**config.mk**
```make
export PLATFORM = sky130hd
export DESIGN_NAME = hazard_fwd_ctrl
export DESIGN_NICKNAME = d
export VERILOG_FILES = /design/src/rtl/hazard_pkg.sv /design/src/rtl/hazard_fwd_ctrl_fwd_sel_calc.sv /design/src/rtl/hazard_fwd_ctrl.sv
export SDC_FILE = /design/constraint.sdc
export NUM_CORES = 1
export LEC_CHECK = 0
export ABC_AREA = 1
export BUFFER_PORTS_ARGS = -buffer_cell sky130_fd_sc_hd__buf_2
export CORE_ASPECT_RATIO = 0.75
export CORE_MARGIN = 10
export CORE_UTILIZATION = 41
export DETAILED_ROUTE_END_ITERATION = 10
export GPL_ROUTABILITY_DRIVEN = 0
export HOLD_SLACK_MARGIN = 0.02
export PLACE_DENSITY = 0.65
export SETUP_SLACK_MARGIN = 0.3
export SLEW_MARGIN = 20
export SYNTH_ARGS = -nofsm -noshare
export SYNTH_HDL_FRONTEND = slang
export SYNTH_SLANG_ARGS = --single-unit
```
**constraint.sdc**
```tcl
create_clock -name clk -period 1.9 [get_ports clk]
set_clock_uncertainty 0.1 [all_clocks]
set_input_delay 0.38 -clock clk [delete_from_list [all_inputs] [get_ports clk]]
set_output_delay 0.38 -clock clk [all_outputs]
set_load 0.05 [all_outputs]
```
**src/rtl/hazard_pkg.sv**
```systemverilog
// hazard_pkg -- shared types for the hazard/forwarding controller.
//   fsel_e      : EX operand-select encoding that drives forward_mux_a/b
//   hz_state_e  : controller state (RUN, LU_STALL, FREEZE)
//   stage_rec_t : destination-register record tracked for EX, MEM and WB
//   BUBBLE_REC  : record value for an empty pipeline slot
package hazard_pkg;

  // Register-address width carried inside stage records; the controller's
  // REG_ADDR_W parameter must match it.
  localparam int REC_RD_W = 5;

  typedef enum logic [1:0] {
    FSEL_RF  = 2'b00,
    FSEL_MEM = 2'b01,
    FSEL_WB  = 2'b10
  } fsel_e;

  typedef enum logic [1:0] {
    RUN      = 2'd0,
    LU_STALL = 2'd1,
    FREEZE   = 2'd2
  } hz_state_e;

  typedef struct packed {
    logic                valid;
    logic [REC_RD_W-1:0] rd;
    logic                reg_wr;
    logic                is_load;
  } stage_rec_t;

  localparam stage_rec_t BUBBLE_REC = '0;

endpackage

```
**src/rtl/hazard_fwd_ctrl_fwd_sel_calc.sv**
```systemverilog
// fwd_sel_calc -- combinational select for one EX operand.
// Decides, from one ID source register and the current EX/MEM records, where
// that operand should come from when the instruction reaches EX next cycle.
// Ports:
//   rs      : ID source register for this operand
//   uses_rs : the instruction actually reads rs
//   ex_rec  : record of the instruction now in EX (will be in MEM next cycle)
//   mem_rec : record of the instruction now in MEM (will be in WB next cycle)
//   sel     : FSEL_MEM / FSEL_WB / FSEL_RF
module fwd_sel_calc
  import hazard_pkg::*;
#(
  parameter int REG_ADDR_W = REC_RD_W
) (
  input  logic [REG_ADDR_W-1:0] rs,
  input  logic                  uses_rs,
  input  stage_rec_t            ex_rec,
  input  stage_rec_t            mem_rec,
  output fsel_e                 sel
);

  logic rs_nz;
  logic ex_hit;
  logic mem_hit;
  logic unused_mem_load;

  assign rs_nz = (rs != '0);

  // A load in EX has no ALU result to forward; the load-use stall covers it.
  assign ex_hit  = uses_rs & ex_rec.valid & ex_rec.reg_wr & (ex_rec.rd == rs)
                 & rs_nz & ~ex_rec.is_load;
  assign mem_hit = mem_rec.valid & mem_rec.reg_wr & (mem_rec.rd == rs) & rs_nz;

  // The WB-side value is the final result, so load or ALU makes no difference.
  assign unused_mem_load = mem_rec.is_load;

  // The nearer producer wins.
  always_comb begin
    sel = FSEL_RF;
    if (ex_hit) begin
      sel = FSEL_MEM;
    end else if (mem_hit) begin
      sel = FSEL_WB;
    end
  end

endmodule

```
**src/rtl/hazard_fwd_ctrl.sv**
```systemverilog
// hazard_fwd_ctrl -- hazard and forwarding controller for the 5-stage pipe.
// Registers the EX operand selects (FselA/FselB) so they line up with the
// instruction entering EX, and raises the load-use stall and the branch flush.
// Optional build macro: HAZARD_STATS_EN adds saturating statistics counters.
// Ports:
//   clk, rst              : clock, synchronous active-high reset
//   valid_id .. is_load_id: decoded fields of the instruction in ID
//   branch_taken_ex       : branch/jump in EX resolved taken
//   mem_busy              : data memory not ready, freeze the whole pipe
//   FselA, FselB          : EX operand selects (00 regfile, 01 MEM, 10 WB)
//   stall_pc, stall_if_id : hold PC / IF-ID register
//   flush_if_id           : clear IF-ID register
//   flush_id_ex           : insert bubble into ID-EX
//   stall_cnt, fwd_cnt, flush_cnt (HAZARD_STATS_EN only): event counters
module hazard_fwd_ctrl
  import hazard_pkg::*;
#(
  parameter int REG_ADDR_W = REC_RD_W,
  parameter int CNT_W      = 32
) (
  input  logic                  clk,
  input  logic                  rst,
  input  logic                  valid_id,
  input  logic [REG_ADDR_W-1:0] rs1_id,
  input  logic [REG_ADDR_W-1:0] rs2_id,
  input  logic                  uses_rs1_id,
  input  logic                  uses_rs2_id,
  input  logic [REG_ADDR_W-1:0] rd_id,
  input  logic                  reg_wr_id,
  input  logic                  is_load_id,
  input  logic                  branch_taken_ex,
  input  logic                  mem_busy,
  output logic [1:0]            FselA,
  output logic [1:0]            FselB,
  output logic                  stall_pc,
  output logic                  stall_if_id,
  output logic                  flush_if_id,
  output logic                  flush_id_ex
`ifdef HAZARD_STATS_EN
  ,
  output logic [CNT_W-1:0]      stall_cnt,
  output logic [CNT_W-1:0]      fwd_cnt,
  output logic [CNT_W-1:0]      flush_cnt
`endif
);

  hz_state_e  state_q, state_d;
  stage_rec_t ex_q, ex_d;
  stage_rec_t mem_q, mem_d;
  stage_rec_t wb_q, wb_d;
  fsel_e      fsel_a_q, fsel_a_d;
  fsel_e      fsel_b_q, fsel_b_d;

  stage_rec_t id_rec;
  fsel_e      calc_a;
  fsel_e      calc_b;
  logic       load_use;
  logic       bubble_ex;
  logic       unused_wb;

  assign id_rec = '{valid: valid_id, rd: rd_id, reg_wr: reg_wr_id, is_load: is_load_id};

  // WB is tracked so the record chain mirrors the pipe; nothing here reads it.
  assign unused_wb = ^wb_q;

  fwd_sel_calc #(.REG_ADDR_W(REG_ADDR_W)) u_sel_a (
    .rs      (rs1_id),
    .uses_rs (uses_rs1_id),
    .ex_rec  (ex_q),
    .mem_rec (mem_q),
    .sel     (calc_a)
  );

  fwd_sel_calc #(.REG_ADDR_W(REG_ADDR_W)) u_sel_b (
    .rs      (rs2_id),
    .uses_rs (uses_rs2_id),
    .ex_rec  (ex_q),
    .mem_rec (mem_q),
    .sel     (calc_b)
  );

  // In LU_STALL the EX slot is always the bubble inserted by the stall, so a
  // second back-to-back load-use stall cannot occur.
  assign load_use = valid_id & (state_q != LU_STALL)
                  & ex_q.valid & ex_q.is_load & ex_q.reg_wr & (ex_q.rd != '0)
                  & ((uses_rs1_id & (rs1_id == ex_q.rd)) |
                     (uses_rs2_id & (rs2_id == ex_q.rd)));

  // mem_busy freezes everything in any state. Otherwise every state behaves as
  // RUN: branch flush beats the load-use stall, and either one turns the next
  // EX record into a bubble, which also forces the registered selects to 00.
  always_comb begin
    state_d     = state_q;
    ex_d        = ex_q;
    mem_d       = mem_q;
    wb_d        = wb_q;
    fsel_a_d    = fsel_a_q;
    fsel_b_d    = fsel_b_q;
    stall_pc    = 1'b0;
    stall_if_id = 1'b0;
    flush_if_id = 1'b0;
    flush_id_ex = 1'b0;
    bubble_ex   = 1'b0;

    if (mem_busy) begin
      state_d     = FREEZE;
      stall_pc    = 1'b1;
      stall_if_id = 1'b1;
    end else begin
      state_d = RUN;
      if (branch_taken_ex) begin
        flush_if_id = 1'b1;
        flush_id_ex = 1'b1;
        bubble_ex   = 1'b1;
      end else if (load_use) begin
        state_d     = LU_STALL;
        stall_pc    = 1'b1;
        stall_if_id = 1'b1;
        flush_id_ex = 1'b1;
        bubble_ex   = 1'b1;
      end

      ex_d  = bubble_ex ? BUBBLE_REC : id_rec;
      mem_d = ex_q;
      wb_d  = mem_q;

      if (bubble_ex || !valid_id) begin
        fsel_a_d = FSEL_RF;
        fsel_b_d = FSEL_RF;
      end else begin
        fsel_a_d = calc_a;
        fsel_b_d = calc_b;
      end
    end

    // Control outputs read as idle while reset is held.
    if (rst) begin
      stall_pc    = 1'b0;
      stall_if_id = 1'b0;
      flush_if_id = 1'b0;
      flush_id_ex = 1'b0;
    end
  end

  always_ff @(posedge clk) begin
    if (rst) begin
      state_q  <= RUN;
      ex_q     <= BUBBLE_REC;
      mem_q    <= BUBBLE_REC;
      wb_q     <= BUBBLE_REC;
      fsel_a_q <= FSEL_RF;
      fsel_b_q <= FSEL_RF;
    end else begin
      state_q  <= state_d;
      ex_q     <= ex_d;
      mem_q    <= mem_d;
      wb_q     <= wb_d;
      fsel_a_q <= fsel_a_d;
      fsel_b_q <= fsel_b_d;
    end
  end

  assign FselA = fsel_a_q;
  assign FselB = fsel_b_q;

`ifdef HAZARD_STATS_EN
  logic [CNT_W-1:0] stall_cnt_q, stall_cnt_d;
  logic [CNT_W-1:0] fwd_cnt_q, fwd_cnt_d;
  logic [CNT_W-1:0] flush_cnt_q, flush_cnt_d;
  logic [1:0]       fwd_inc;
  logic [CNT_W:0]   fwd_sum;

  // Forward events are counted when a nonzero select is loaded, not while it
  // is merely held by a freeze; up to two per cycle, so saturate via carry.
  always_comb begin
    stall_cnt_d = stall_cnt_q;
    flush_cnt_d = flush_cnt_q;
    fwd_inc     = 2'b00;
    if ((state_q == LU_STALL) && (stall_cnt_q != '1)) begin
      stall_cnt_d = stall_cnt_q + CNT_W'(1);
    end
    if (flush_if_id && (flush_cnt_q != '1)) begin
      flush_cnt_d = flush_cnt_q + CNT_W'(1);
    end
    if (!mem_busy) begin
      fwd_inc = {1'b0, (fsel_a_d != FSEL_RF)} + {1'b0, (fsel_b_d != FSEL_RF)};
    end
    fwd_sum   = {1'b0, fwd_cnt_q} + {{(CNT_W-1){1'b0}}, fwd_inc};
    fwd_cnt_d = fwd_sum[CNT_W] ? '1 : fwd_sum[CNT_W-1:0];
  end

  always_ff @(posedge clk) begin
    if (rst) begin
      stall_cnt_q <= '0;
      fwd_cnt_q   <= '0;
      flush_cnt_q <= '0;
    end else begin
      stall_cnt_q <= stall_cnt_d;
      fwd_cnt_q   <= fwd_cnt_d;
      flush_cnt_q <= flush_cnt_d;
    end
  end

  assign stall_cnt = stall_cnt_q;
  assign fwd_cnt   = fwd_cnt_q;
  assign flush_cnt = flush_cnt_q;
`else
  localparam int unused_cnt_w = CNT_W;
`endif

endmodule

```
# After elaboration in Yosys (flattened, before gate mapping)
# Index checks and enable logic that the tools add are counted.
totals:
  elab_cells: 70
  regBits: 21
  input_bits: 24
  out_inout_bits: 8
op_classes:
  n_eq_ne: 7
  reduce_logical: 6
  bitwise_logic: 25
  mux: 21
ops:
  columns: ["cell", "n"]
  rows:
  - ["$eq 5x5->1", 6]
  - ["$and 1x1->1", 23]
  - ["$reduce_bool 5->1", 3]
  - ["$mux 2", 7]
  - ["$mux 1", 13]
  - ["$mux 8", 1]
  - ["$reduce_or 3->1", 1]
  - ["$ne 2x1->1 const B", 1]
  - ["$logic_not 1->1", 1]
  - ["$logic_or 1x1->1", 1]
  - ["$not 1->1", 1]
  - ["$or 1x1->1", 1]

# Logic depth before layout (Yosys ltp)
# Gate-level depths: netlist of the first run.
logic_depth:
  word_depth: 12
  depth_mapped: 11
  depth_no_buf: 11

# Cells and area by module
# Synthesis of the first run repeated with hierarchy kept, for this count alone.
hier_totals:
  hier_cells: 281
  area_unflattened_um2: 1581.5
by_module_without_submodules:
  columns: ["mod", "instances", "area_each_um2", "cells_each"]
  rows:
  - ["hazard_fwd_ctrl", 1, 1053.5, 149]
  - ["fwd_sel_calc", 2, 264.0, 66]

# Worst setup path before layout of the first run
# OpenSTA, ideal clock, no wires.
synth_path:
  path_kind: "in2out"
  startpoint: "input valid_id"
  endpoint: "output stall_pc"
  t_arrival_ns: 1.590
  slack_ns: -0.170
  stages: 7
  required_time_ns: 1.420
  cell_sequence: "inv_1 > a21oi_1 > nand4_1 > nor2_1 > nand4_1 > nand2_1 > buf_4"
synth_via:
  elab_chain_cells: 10
synth_rtl:
  columns: ["element", "line_no", "rtl"]
  rows:
  - ["start: declaration", "hazard_fwd_ctrl.sv:23", "input logic valid_id,"]
  - ["$and 1x1->1", "hazard_fwd_ctrl.sv:84", "assign load_use = valid_id & (state_q != LU_STALL)"]
  - ["$and 1x1->1 (4 in series)", "hazard_fwd_ctrl.sv:85", "& ex_q.valid & ex_q.is_load & ex_q.reg_wr & (ex_q.rd != '0)"]
  - ["$and 1x1->1", "hazard_fwd_ctrl.sv:86", "& ((uses_rs1_id & (rs1_id == ex_q.rd)) |"]
  - ["$mux 1 (4 in series)", null, null]
  - ["end: declaration", "hazard_fwd_ctrl.sv:35", "output logic stall_pc,"]
# Every way passes these cells.

# Final worst setup path of the first run
layout_path:
  startpoint: "register ex_q[3] (netlist bit)"
  endpoint: "output stall_pc"
layout_via:
  elab_chain_cells: 8
  word_cells_on_any_way: 12
layout_rtl:
  columns: ["element", "line_no", "rtl"]
  rows:
  - ["start: declaration", "hazard_fwd_ctrl.sv:48", "stage_rec_t ex_q, ex_d;"]
  - ["start signal: assignment", "hazard_fwd_ctrl.sv:148", "ex_q <= BUBBLE_REC;"]
  - ["start signal: assignment", "hazard_fwd_ctrl.sv:155", "ex_q <= ex_d;"]
  - ["$eq 5x5->1 (on tied branches)", "hazard_fwd_ctrl.sv:86, hazard_fwd_ctrl.sv:87", null]
  - ["$and 1x1->1 (on tied branches)", "hazard_fwd_ctrl.sv:86, hazard_fwd_ctrl.sv:87", null]
  - ["$or 1x1->1", "hazard_fwd_ctrl.sv:86", null]
  - ["$and 1x1->1 (*)", "hazard_fwd_ctrl.sv:86", null]
  - ["$mux 1 (*)", "hazard_fwd_ctrl.sv:115", "end else if (load_use) begin"]
  - ["$mux 1 (*)", "hazard_fwd_ctrl.sv:111", "if (branch_taken_ex) begin"]
  - ["$mux 1 (*)", "hazard_fwd_ctrl.sv:105", "if (mem_busy) begin"]
  - ["$mux 1 (*)", "hazard_fwd_ctrl.sv:137", "if (rst) begin"]
# Every way passes the cells marked *; elsewhere a longest branch is shown, timed or not.

==> results_dict.tcl, run 1 <==
set metrics [dict create \
    p_leak_nw 0.859 \
    finalCritPeriodShare_pct 108 \
    io_pins 32 \
    grt-ovfl-total 0 \
    cts_buffers 3 \
    status "finished with violations" \
    coreArea_mm2 0.00270 \
    min_path_cells 2 \
    portBuffers 31 \
    root_buffer "clkbuf_8" \
    drive_gt1_share_pct 40.9 \
    dr.pass1.iters 4 \
    worstRegToRegCells 14 \
    num_rows 16 \
    violations "negative setup slack" \
    grt_pass1_wl_mm 5.75 \
    instances_no_fill 288 \
    avgSynthCellArea_um2 6.17 \
    critPathArrivalTime_ns 1.58 \
    cp-end-kind "primary output" \
    synth_cell_types 22 \
    min_period_ns 2.06 \
    netlist.area_leader.share_pct 35.1 \
    timing.fmax_mhz 486 \
    start_util_pct 44.3 \
    ant_nets 0 \
    tns_ns -0.558 \
    r2r_start "ex_q[3]$_SDFFE_PP0N_" \
    peakVddDrop_mv 0.364 \
    grt_max_degree 17 \
    vias_per_cell 4.74 \
    h-tree-depth 1 \
    synth_flop_cell "dfxtp_1" \
    slew_headroom_pct 68.5 \
    syn-cell-area_mm2 0.00120 \
    crit_fanout 4 \
    synth_area_leaders "dfxtp_1 (35%), nand2_1 (23%), inv_1 (7.5%)" \
    drt-initial-drc-count 119 \
    hold_end "state_q[0]$_SDFF_PP0_" \
    maxCapViolations 0 \
    antenna_found_initial 0 \
    synth_nets 218 \
    worst_hold_path_type "input pin to flip-flop" \
    ys_seq_area_share_pct 35.1 \
    setup_viol 4 \
    postLayoutSetupSlackWorst_ns -0.159 \
    async_reset_ff_share_pct 0 \
    tightest_slew_ns 0.471 \
    clk_latency_ns 0.27 \
    dp_cells 276 \
    track_usage_pct 13.2 \
    dieArea_mm2 0.00550 \
    antenna_cells 0 \
    crit_type "flip-flop to primary output" \
    yosysTopAreaCell "dfxtp_1" \
    die_w_um 82.4 \
    p_per_area_mw_per_mm2 548 \
    cts_buffer_depth 2 \
    syn_inst 194 \
    synth_edf_count 0 \
    dpl.hpwl_mm 2.88 \
    grt_pass1_vias 1239 \
    cts_tree "done" \
    wire_per_inst_um 12.8 \
    min-delay-start "mem_busy" \
    start_kind "flip-flop" \
    drc_errors 0 \
    ys_warn_count 0 \
    clk_pin_slew_worst_paths_ns 0.08 \
    rrSetupSlack_ns -0.13 \
    dp_worst_setup_slack_ns -0.153 \
    rsz0062_at_grt "yes" \
    wl_mm 3.68 \
    fin_nets 277 \
    cts.sinks 21 \
    drv_slew 0 \
    synth_seq_cells 21 \
    required_ns 1.42 \
    via_count 1365 \
    fill_cells 256 \
    die_h_um 66.8 \
    hold_viol 0 \
    area_delta_synth_final_pct 47.1 \
    r2r_end "state_q[0]$_SDFF_PP0_" \
]
[registers in the layout, summed over array words and instances (netlist names)]
signal,count
FselA,2
FselB,2
mem_q,7
ex_q,8
state_q,2
[synthesized netlist by cell type, types with 2 or more instances]
cell type	n
inv_1	24
nand2_4	2
nand2_1	72
dfxtp_1	21
xnor2_1	2
nor3_1	2
nand2_2	3
nand3_1	7
o22ai_1	4
a21oi_1	2
nor2_2	2
xor2_1	2
o21ai_0	13
nand4_1	6
nor2_1	22
inv_2	4
[how the worst max path moves through the flow]
stage          slack (ns)  depth (start not counted)  endpoint                   from
4_1_cts             -0.16                          7  stall_pc  state_q[1]$_SDFF_PP0_
6_report            -0.16                          9  stall_pc   ex_q[3]$_SDFFE_PP0N_
3_5_place_dp        -0.15                         10  stall_pc              rs1_id[2]
5_1_grt             -0.28                          9  stall_pc   ex_q[3]$_SDFFE_PP0N_
3_3_place_gp        -0.14                         10  stall_pc              rs1_id[2]
2_1_floorplan        0.11                          9  stall_pc              rs1_id[2]
[metrics by stage]
stage                     utilization (%)  hold slack (ns)  power (mW)  area (um2)
after floorplan                         -            0.350       0.574        1250
after global placement               57.7            0.334       0.653        1560
after detailed placement             57.7            0.339       0.656        1560
after CTS                            63.0            0.225       0.955        1700
after global routing                 65.2            0.249        1.01        1760
final                                65.2            0.250       0.966        1760
[power breakdown]
part / leakage [nW] / total [mW] / internal [mW] / switching, mW
Clock: 0.0228 / 0.299 / 0.150 / 0.150
Sequential: 0.174 / 0.461 / 0.448 / 0.0128
Combinational: 0.663 / 0.206 / 0.0879 / 0.118
Total: 0.859 / 0.966 / 0.686 / 0.281
[cells by family after synthesis]
family          count (synthesis)  share of synthesized area (%)
simple gates                  118                           42.6
buf+inv                        31                           10.3
flops                          21                           35.1
compound gates                 20                           8.99
xor+xnor                        4                           2.93
[routing by layer]
metal  vias to the layer above  global-route usage (%)  routed length [um]  part of all wire, %
met5                         -                       0                   0                    0
met4                         0                    3.81                  22                 0.60
met3                         4                    3.49                 252                  6.9
met2                        46                    20.3                1700                   46
met1                       591                    17.6                1700                   46
li1                        724                       -                   -                    -
[worst max-delay path, stage by stage (launching register included)]
cell	delay [ns]
dfxtp_4	0.39
inv_4	0.05
nand2_1	0.05
nand2_1	0.06
nor2_2	0.12
nand3_2	0.10
nand2_2	0.10
nand4_1	0.16
nand2_4	0.14
buf_8	0.15
[what timing repair did]
| action | in CTS | in global routing |
|---|---|---|
| gates resized for setup | 16 | 17 |
| buffers inserted | 6 | 2 |
| hold buffers | 0 | 0 |
| pin swaps | 9 | 13 |
| setup endpoints to repair | 3 | 6 |
[cells in the final DEF (no fill, tap or decap), drive strengths merged]
cell | netlist | routed
a21oi | 2 | 2
buf | 2 | 55
clkbuf | 0 | 5
dfxtp | 21 | 21
inv | 29 | 29
nand2 | 77 | 77
nand3 | 8 | 8
nand4 | 6 | 6
nor2 | 25 | 25
nor3 | 2 | 2
o211ai | 1 | 1
o21ai | 13 | 13
o22ai | 4 | 4
xnor2 | 2 | 2
xor2 | 2 | 2
[final cells by class]
class,instances,area [um2],area share (%)
multi-input combinational,142,717,40.7
tap,36,45.0,2.56
sequential,21,438,24.9
timing repair buffer,56,375,21.3
inverter,29,141,8.03
clock buffer,4,45.0,2.56
No activity file was read; power rests on OpenSTA's default activity.
==> run 2, diff against run 1 <==
Settings changed: CAP_MARGIN from default to 20, PLACE_DENSITY 0.65 to 0.62, SYNTH_HIERARCHICAL from default to 1.
==> run 2 against run 1 <==
The run still ends with negative setup slack left. First-iteration DRC count is 26% lower. Sequential share of layout area is 4.1 points lower. Combinational power increased by 27%. Total power grew 5.1%. Setup slack better by 0.080 ns. Via count increased by 26%. Critical endpoint unchanged. Largest cell class unchanged.
==> results_dict.tcl, run 2 <==
set metrics [dict create \
    status "finished with violations" \
    violations "negative setup slack" \
    min_period_ns 1.98 \
    grt_pass1_wl_mm 7.15 \
    largest_reg_flops 8 \
    cp_slowest_stage_delay_ns 0.40 \
    maxCapViolations 0 \
    slew_headroom_pct 80.0 \
    portBuffers 31 \
    cp_slowest_cell "dfxtp_4" \
    start_kind "flip-flop" \
    vias_per_cell 4.47 \
    whs_ns 0.208 \
    grt_pass1_vias 1526 \
    antenna_cells 0 \
    cts_buffers 3 \
    postLayoutSetupSlackWorst_ns -0.0795 \
    critPathArrivalTime_ns 1.50 \
    ctsHoldBuffers 0 \
    cts_tree "done" \
    syn-cell-area_mm2 0.00155 \
    crit_type "flip-flop to primary output" \
    rsz0062_at_grt "yes" \
    p_leak_nw 1.10 \
    fin_nets 359 \
    finalInstanceArea_mm2 0.00212 \
    num_rows 19 \
    grt_max_degree 21 \
    regMostFlops "ex_q" \
    dpl.hpwl_mm 3.34 \
    tns_ns -0.235 \
    crit_family "simple AND/OR/NAND/NOR gates" \
    die_h_um 73.3 \
    cts.sinks 21 \
    multi_input_area_um2 970 \
    h-tree-depth 1 \
    ant_nets 0 \
    regArea_um2 439 \
    worstRegToRegCells 10 \
    antenna_found_initial 0 \
    tightest_slew_ns 0.299 \
    fill_cells 383 \
    ys_warn_count 6 \
    coreArea_mm2 0.00366 \
    drive_gt1_share_pct 32.3 \
    avgSynthCellArea_um2 5.57 \
    dr.pass1.iters 4 \
    setup_viol 3 \
    cp-end-kind "primary output" \
    crit_buf_inv 2 \
    root_buffer "clkbuf_8" \
    clk_pin_slew_worst_paths_ns 0.07 \
    grt-ovfl-total 0 \
    fin_util_pct 57.9 \
    hold_viol 0 \
    cts_buffer_depth 2 \
    clk_latency_ns 0.26 \
    mostFrequentLayoutCell "nand2_1" \
    peakVddDrop_mv 0.488 \
    path_depth 9 \
    dp_cells 368 \
    worst_hold_path_type "input pin to flip-flop" \
    die_w_um 91.1 \
    dieArea_mm2 0.00667 \
    wl_mm 4.32 \
    final_cell_mix "nand2_1 (119), inv_1 (43), buf_2 (27), buf_4 (27), nor2_1 (26)" \
    largest_registers "ex_q x8, mem_q x7" \
    path_cells "inv_4 > nand2_2 > nand2_1 > nor2_1 > nand3_2 > nand2_4 > nand3_4 > o21ai_4 > buf_6" \
    drv_slew 0 \
    track_usage_pct 13.0 \
    synth_nets 303 \
    start_util_pct 42.4 \
    instances_no_fill 386 \
    area_delta_synth_final_pct 36.4 \
    syn_inst 279 \
    dp_worst_setup_slack_ns -0.0499 \
    drc_errors 0 \
    required_ns 1.42 \
    drt-initial-drc-count 88 \
    p_per_area_mw_per_mm2 479 \
    power.total_mw 1.02 \
    min_path_cells 2 \
    via_count 1725 \
    finalCritPeriodShare_pct 104 \
    place_area_mm2 0.00188 \
    crit_fanout 6 \
    io_pins 32 \
    timing.fmax_mhz 505 \
    wire_per_inst_um 11.2 \
]
run 2: path summary, 6_finish.rpt:
path	from	endpoint	slack, ns
worst min register to register	FselA[0]$_SDFFE_PP0N_	FselA[0]$_SDFFE_PP0N_	0.35
worst max-delay path	ex_q[3]$_SDFFE_PP0N_	stall_pc	-0.08
worst max register to register	ex_q[3]$_SDFFE_PP0N_	ex_q[6]$_SDFFE_PP0N_	0.42
worst min-delay path	mem_busy	state_q[0]$_SDFF_PP0_	0.21
run 2: worst register-to-register path, stage by stage, from the launching register on:
cell and delay (ns):
dfxtp_4 0.40, inv_4 0.05, nand2_2 0.05, nand2_1 0.05, nor2_1 0.12, nand3_2 0.11, nand2_4 0.10, nand2_4 0.06
buf_4 0.17, nand2_8 0.10, o21ai_2 0.06
run 2: metal layers:
| metal | global-route usage [%] | up-vias | part of all wire (%) |
|---|---|---|---|
| met1 | 18.2 | 751 | 51 |
| met4 | 1.04 | 0 | 0.28 |
| li1 | - | 941 | - |
| met3 | 3.66 | 2 | 4.8 |
| met2 | 20.0 | 31 | 44 |
| met5 | 0 | - | 0 |
run 2: layout make-up:
type / instances / area share (%)
clock buffer: 4 / 2.13
inverter: 53 / 10.8
multi-input combinational: 199 / 45.8
sequential: 21 / 20.7
tap: 52 / 3.07
timing repair buffer: 57 / 17.5
run 2: timing repair:
action / in CTS / in global routing
resized for setup: 13 / 12
buffers inserted: 13 / 1
endpoints found under the setup margin: 4 / 7
pin swaps: 8 / 7
run 2: where the power goes:
group / internal, mW / switching (mW) / total, mW
combinational: 0.109 / 0.152 / 0.261
sequential: 0.447 / 0.0150 / 0.462
clock: 0.149 / 0.143 / 0.293
total: 0.705 / 0.310 / 1.02
==> run 3, diff against run 2 <==
Settings changed: CORE_UTILIZATION 41 to 40, PLACE_DENSITY 0.62 to 0.61.
==> run 3 against run 2 <==
The flow still finishes with violations (negative setup slack). Via count shrank 2.2%. Wire length shrank 2.1%. Die area grew 1.9%. Global-route usage down 0.15 points. Largest power group unchanged.
==> results_dict.tcl, run 3 (same netlist as run 2, synthesis figures left out) <==
set metrics [dict create \
    power.total_mw 1.02 \
    clk_pin_slew_worst_paths_ns 0.08 \
    dieArea_mm2 0.00680 \
    grt_max_degree 21 \
    crit_fanout 5 \
    cp_slowest_cell "dfxtp_4" \
    finalInstanceArea_mm2 0.00209 \
    status "finished with violations" \
    clk_latency_ns 0.27 \
    drv_slew 0 \
    r2r_start "ex_q[5]$_SDFFE_PP0N_" \
    postLayoutSetupSlackWorst_ns -0.112 \
    h-tree-depth 1 \
    drt-initial-drc-count 127 \
    dp_worst_setup_slack_ns -0.0520 \
    start_kind "flip-flop" \
    largest_reg_flops 8 \
    worstRegToRegCells 10 \
    fin_nets 359 \
    critPathArrivalTime_ns 1.53 \
    grt-ovfl-total 0 \
    p_leak_nw 1.10 \
    finalCritPeriodShare_pct 106 \
    largest_registers "ex_q x8, mem_q x7" \
    min_period_ns 2.01 \
    required_ns 1.42 \
    crit_top_cell "nand2_2" \
    tightest_slew_ns 0.330 \
    maxCapViolations 0 \
    timing.fmax_mhz 497 \
    cts_tree "done" \
    path_depth 9 \
    via_count 1687 \
    wire_per_inst_um 11.0 \
    vias_per_cell 4.37 \
    num_rows 19 \
    grt_pass1_wl_mm 7.23 \
    min-delay-start "mem_busy" \
    coreArea_mm2 0.00371 \
    whs_ns 0.194 \
    worst_hold_path_type "input pin to flip-flop" \
    root_buffer "clkbuf_8" \
    fill_cells 399 \
    place_area_mm2 0.00191 \
    mostFrequentLayoutCell "nand2_1" \
    cp_slowest_stage_delay_ns 0.39 \
    cts.sinks 21 \
    path_cells "inv_4 > nand2_2 > nand2_2 > nor2_2 > nand3_1 > nand2_2 > nand3_2 > o21ai_4 > buf_6" \
    drc_errors 0 \
    antenna_found_initial 0 \
    die_w_um 91.9 \
    final_cell_mix "nand2_1 (118), inv_1 (43), buf_2 (27), buf_4 (27), nor2_1 (26)" \
    wl_mm 4.23 \
    track_usage_pct 12.9 \
    cts_buffers 3 \
    p_per_area_mw_per_mm2 486 \
    antenna_cells 0 \
    regMostFlops "ex_q" \
    die_h_um 74.0 \
    grt_pass1_vias 1553 \
    dr.pass1.iters 4 \
    min_path_cells 2 \
    slew_headroom_pct 77.9 \
    area_delta_synth_final_pct 34.9 \
    cp-end-kind "primary output" \
    hold_viol 0 \
    crit_buf_inv 2 \
    portBuffers 31 \
    setup_viol 3 \
    crit_family "simple AND/OR/NAND/NOR gates" \
    dpl.hpwl_mm 3.32 \
    crit_path_start "ex_q[5]$_SDFFE_PP0N_" \
    ctsHoldBuffers 0 \
    fin_util_pct 56.5 \
    violations "negative setup slack" \
    rsz0062_at_grt "yes" \
    start_util_pct 41.9 \
    drive_gt1_share_pct 32.3 \
    ant_nets 0 \
    peakVddDrop_mv 0.407 \
    cts_buffer_depth 2 \
    io_pins 32 \
    crit_type "flip-flop to primary output" \
]
==> run 3: layer usage <==
layer  vias up  global-route usage, %  part of all wire [%]
met4         0                   1.71                  0.50
met3         2                   4.02                   7.6
met2        39                   19.9                    42
met1       700                   17.6                    50
li1        946                      -                     -
met5         -                      0                     0
==> run 3: area by class of cell <==
type,instances,area (um2),share of cell area (%)
multi-input cells,199,945,45.1
well taps,52,65.1,3.11
flip-flops and latches,21,439,21.0
repair buffers,57,372,17.7
clock inverters,1,5.00,0.239
inverters,53,228,10.9
clock buffers,3,41.3,1.97
==> run 3: final timing paths <==
path / to / slack [ns]
setup / recovery: stall_pc / -0.11
hold / removal: state_q[0]$_SDFF_PP0_ / 0.19
setup reg to reg: ex_q[2]$_SDFFE_PP0N_ / 0.42
hold reg to reg: FselB[1]$_SDFFE_PP0N_ / 0.36
==> run 3: timing repair <==
item	in CTS	in global routing
pin swaps	6	9
setup endpoints to repair	4	15
setup buffers	10	1
gates resized for setup	11	10
==> run 3: power breakdown <==
group	leakage, nW	switching, mW	total, mW	internal (mW)
combinational	0.899	0.148	0.257	0.110
sequential	0.174	0.0153	0.462	0.447
clock	0.0255	0.153	0.299	0.146
==> run 3: per-stage QoR <==
| step | std cells | setup TNS [ns] |
|---|---|---|
| CTS | 385 | -0.321 |
| finish | 386 | -0.309 |
| global placement | 371 | -0.128 |
| detailed placement | 371 | -0.131 |
| global route | 386 | -0.612 |
| floorplan | 279 | 0 |
==> run 3: worst reg2reg max path, delay by kind of cell, from the launching register on <==
| kind | cells | cell delay (ns) |
|---|---|---|
| and+or+nand+nor | 7 | 0.61 |
| DFF | 1 | 0.39 |
| buffers and inverters | 2 | 0.24 |
| AOI/OAI and AO/OA | 1 | 0.05 |
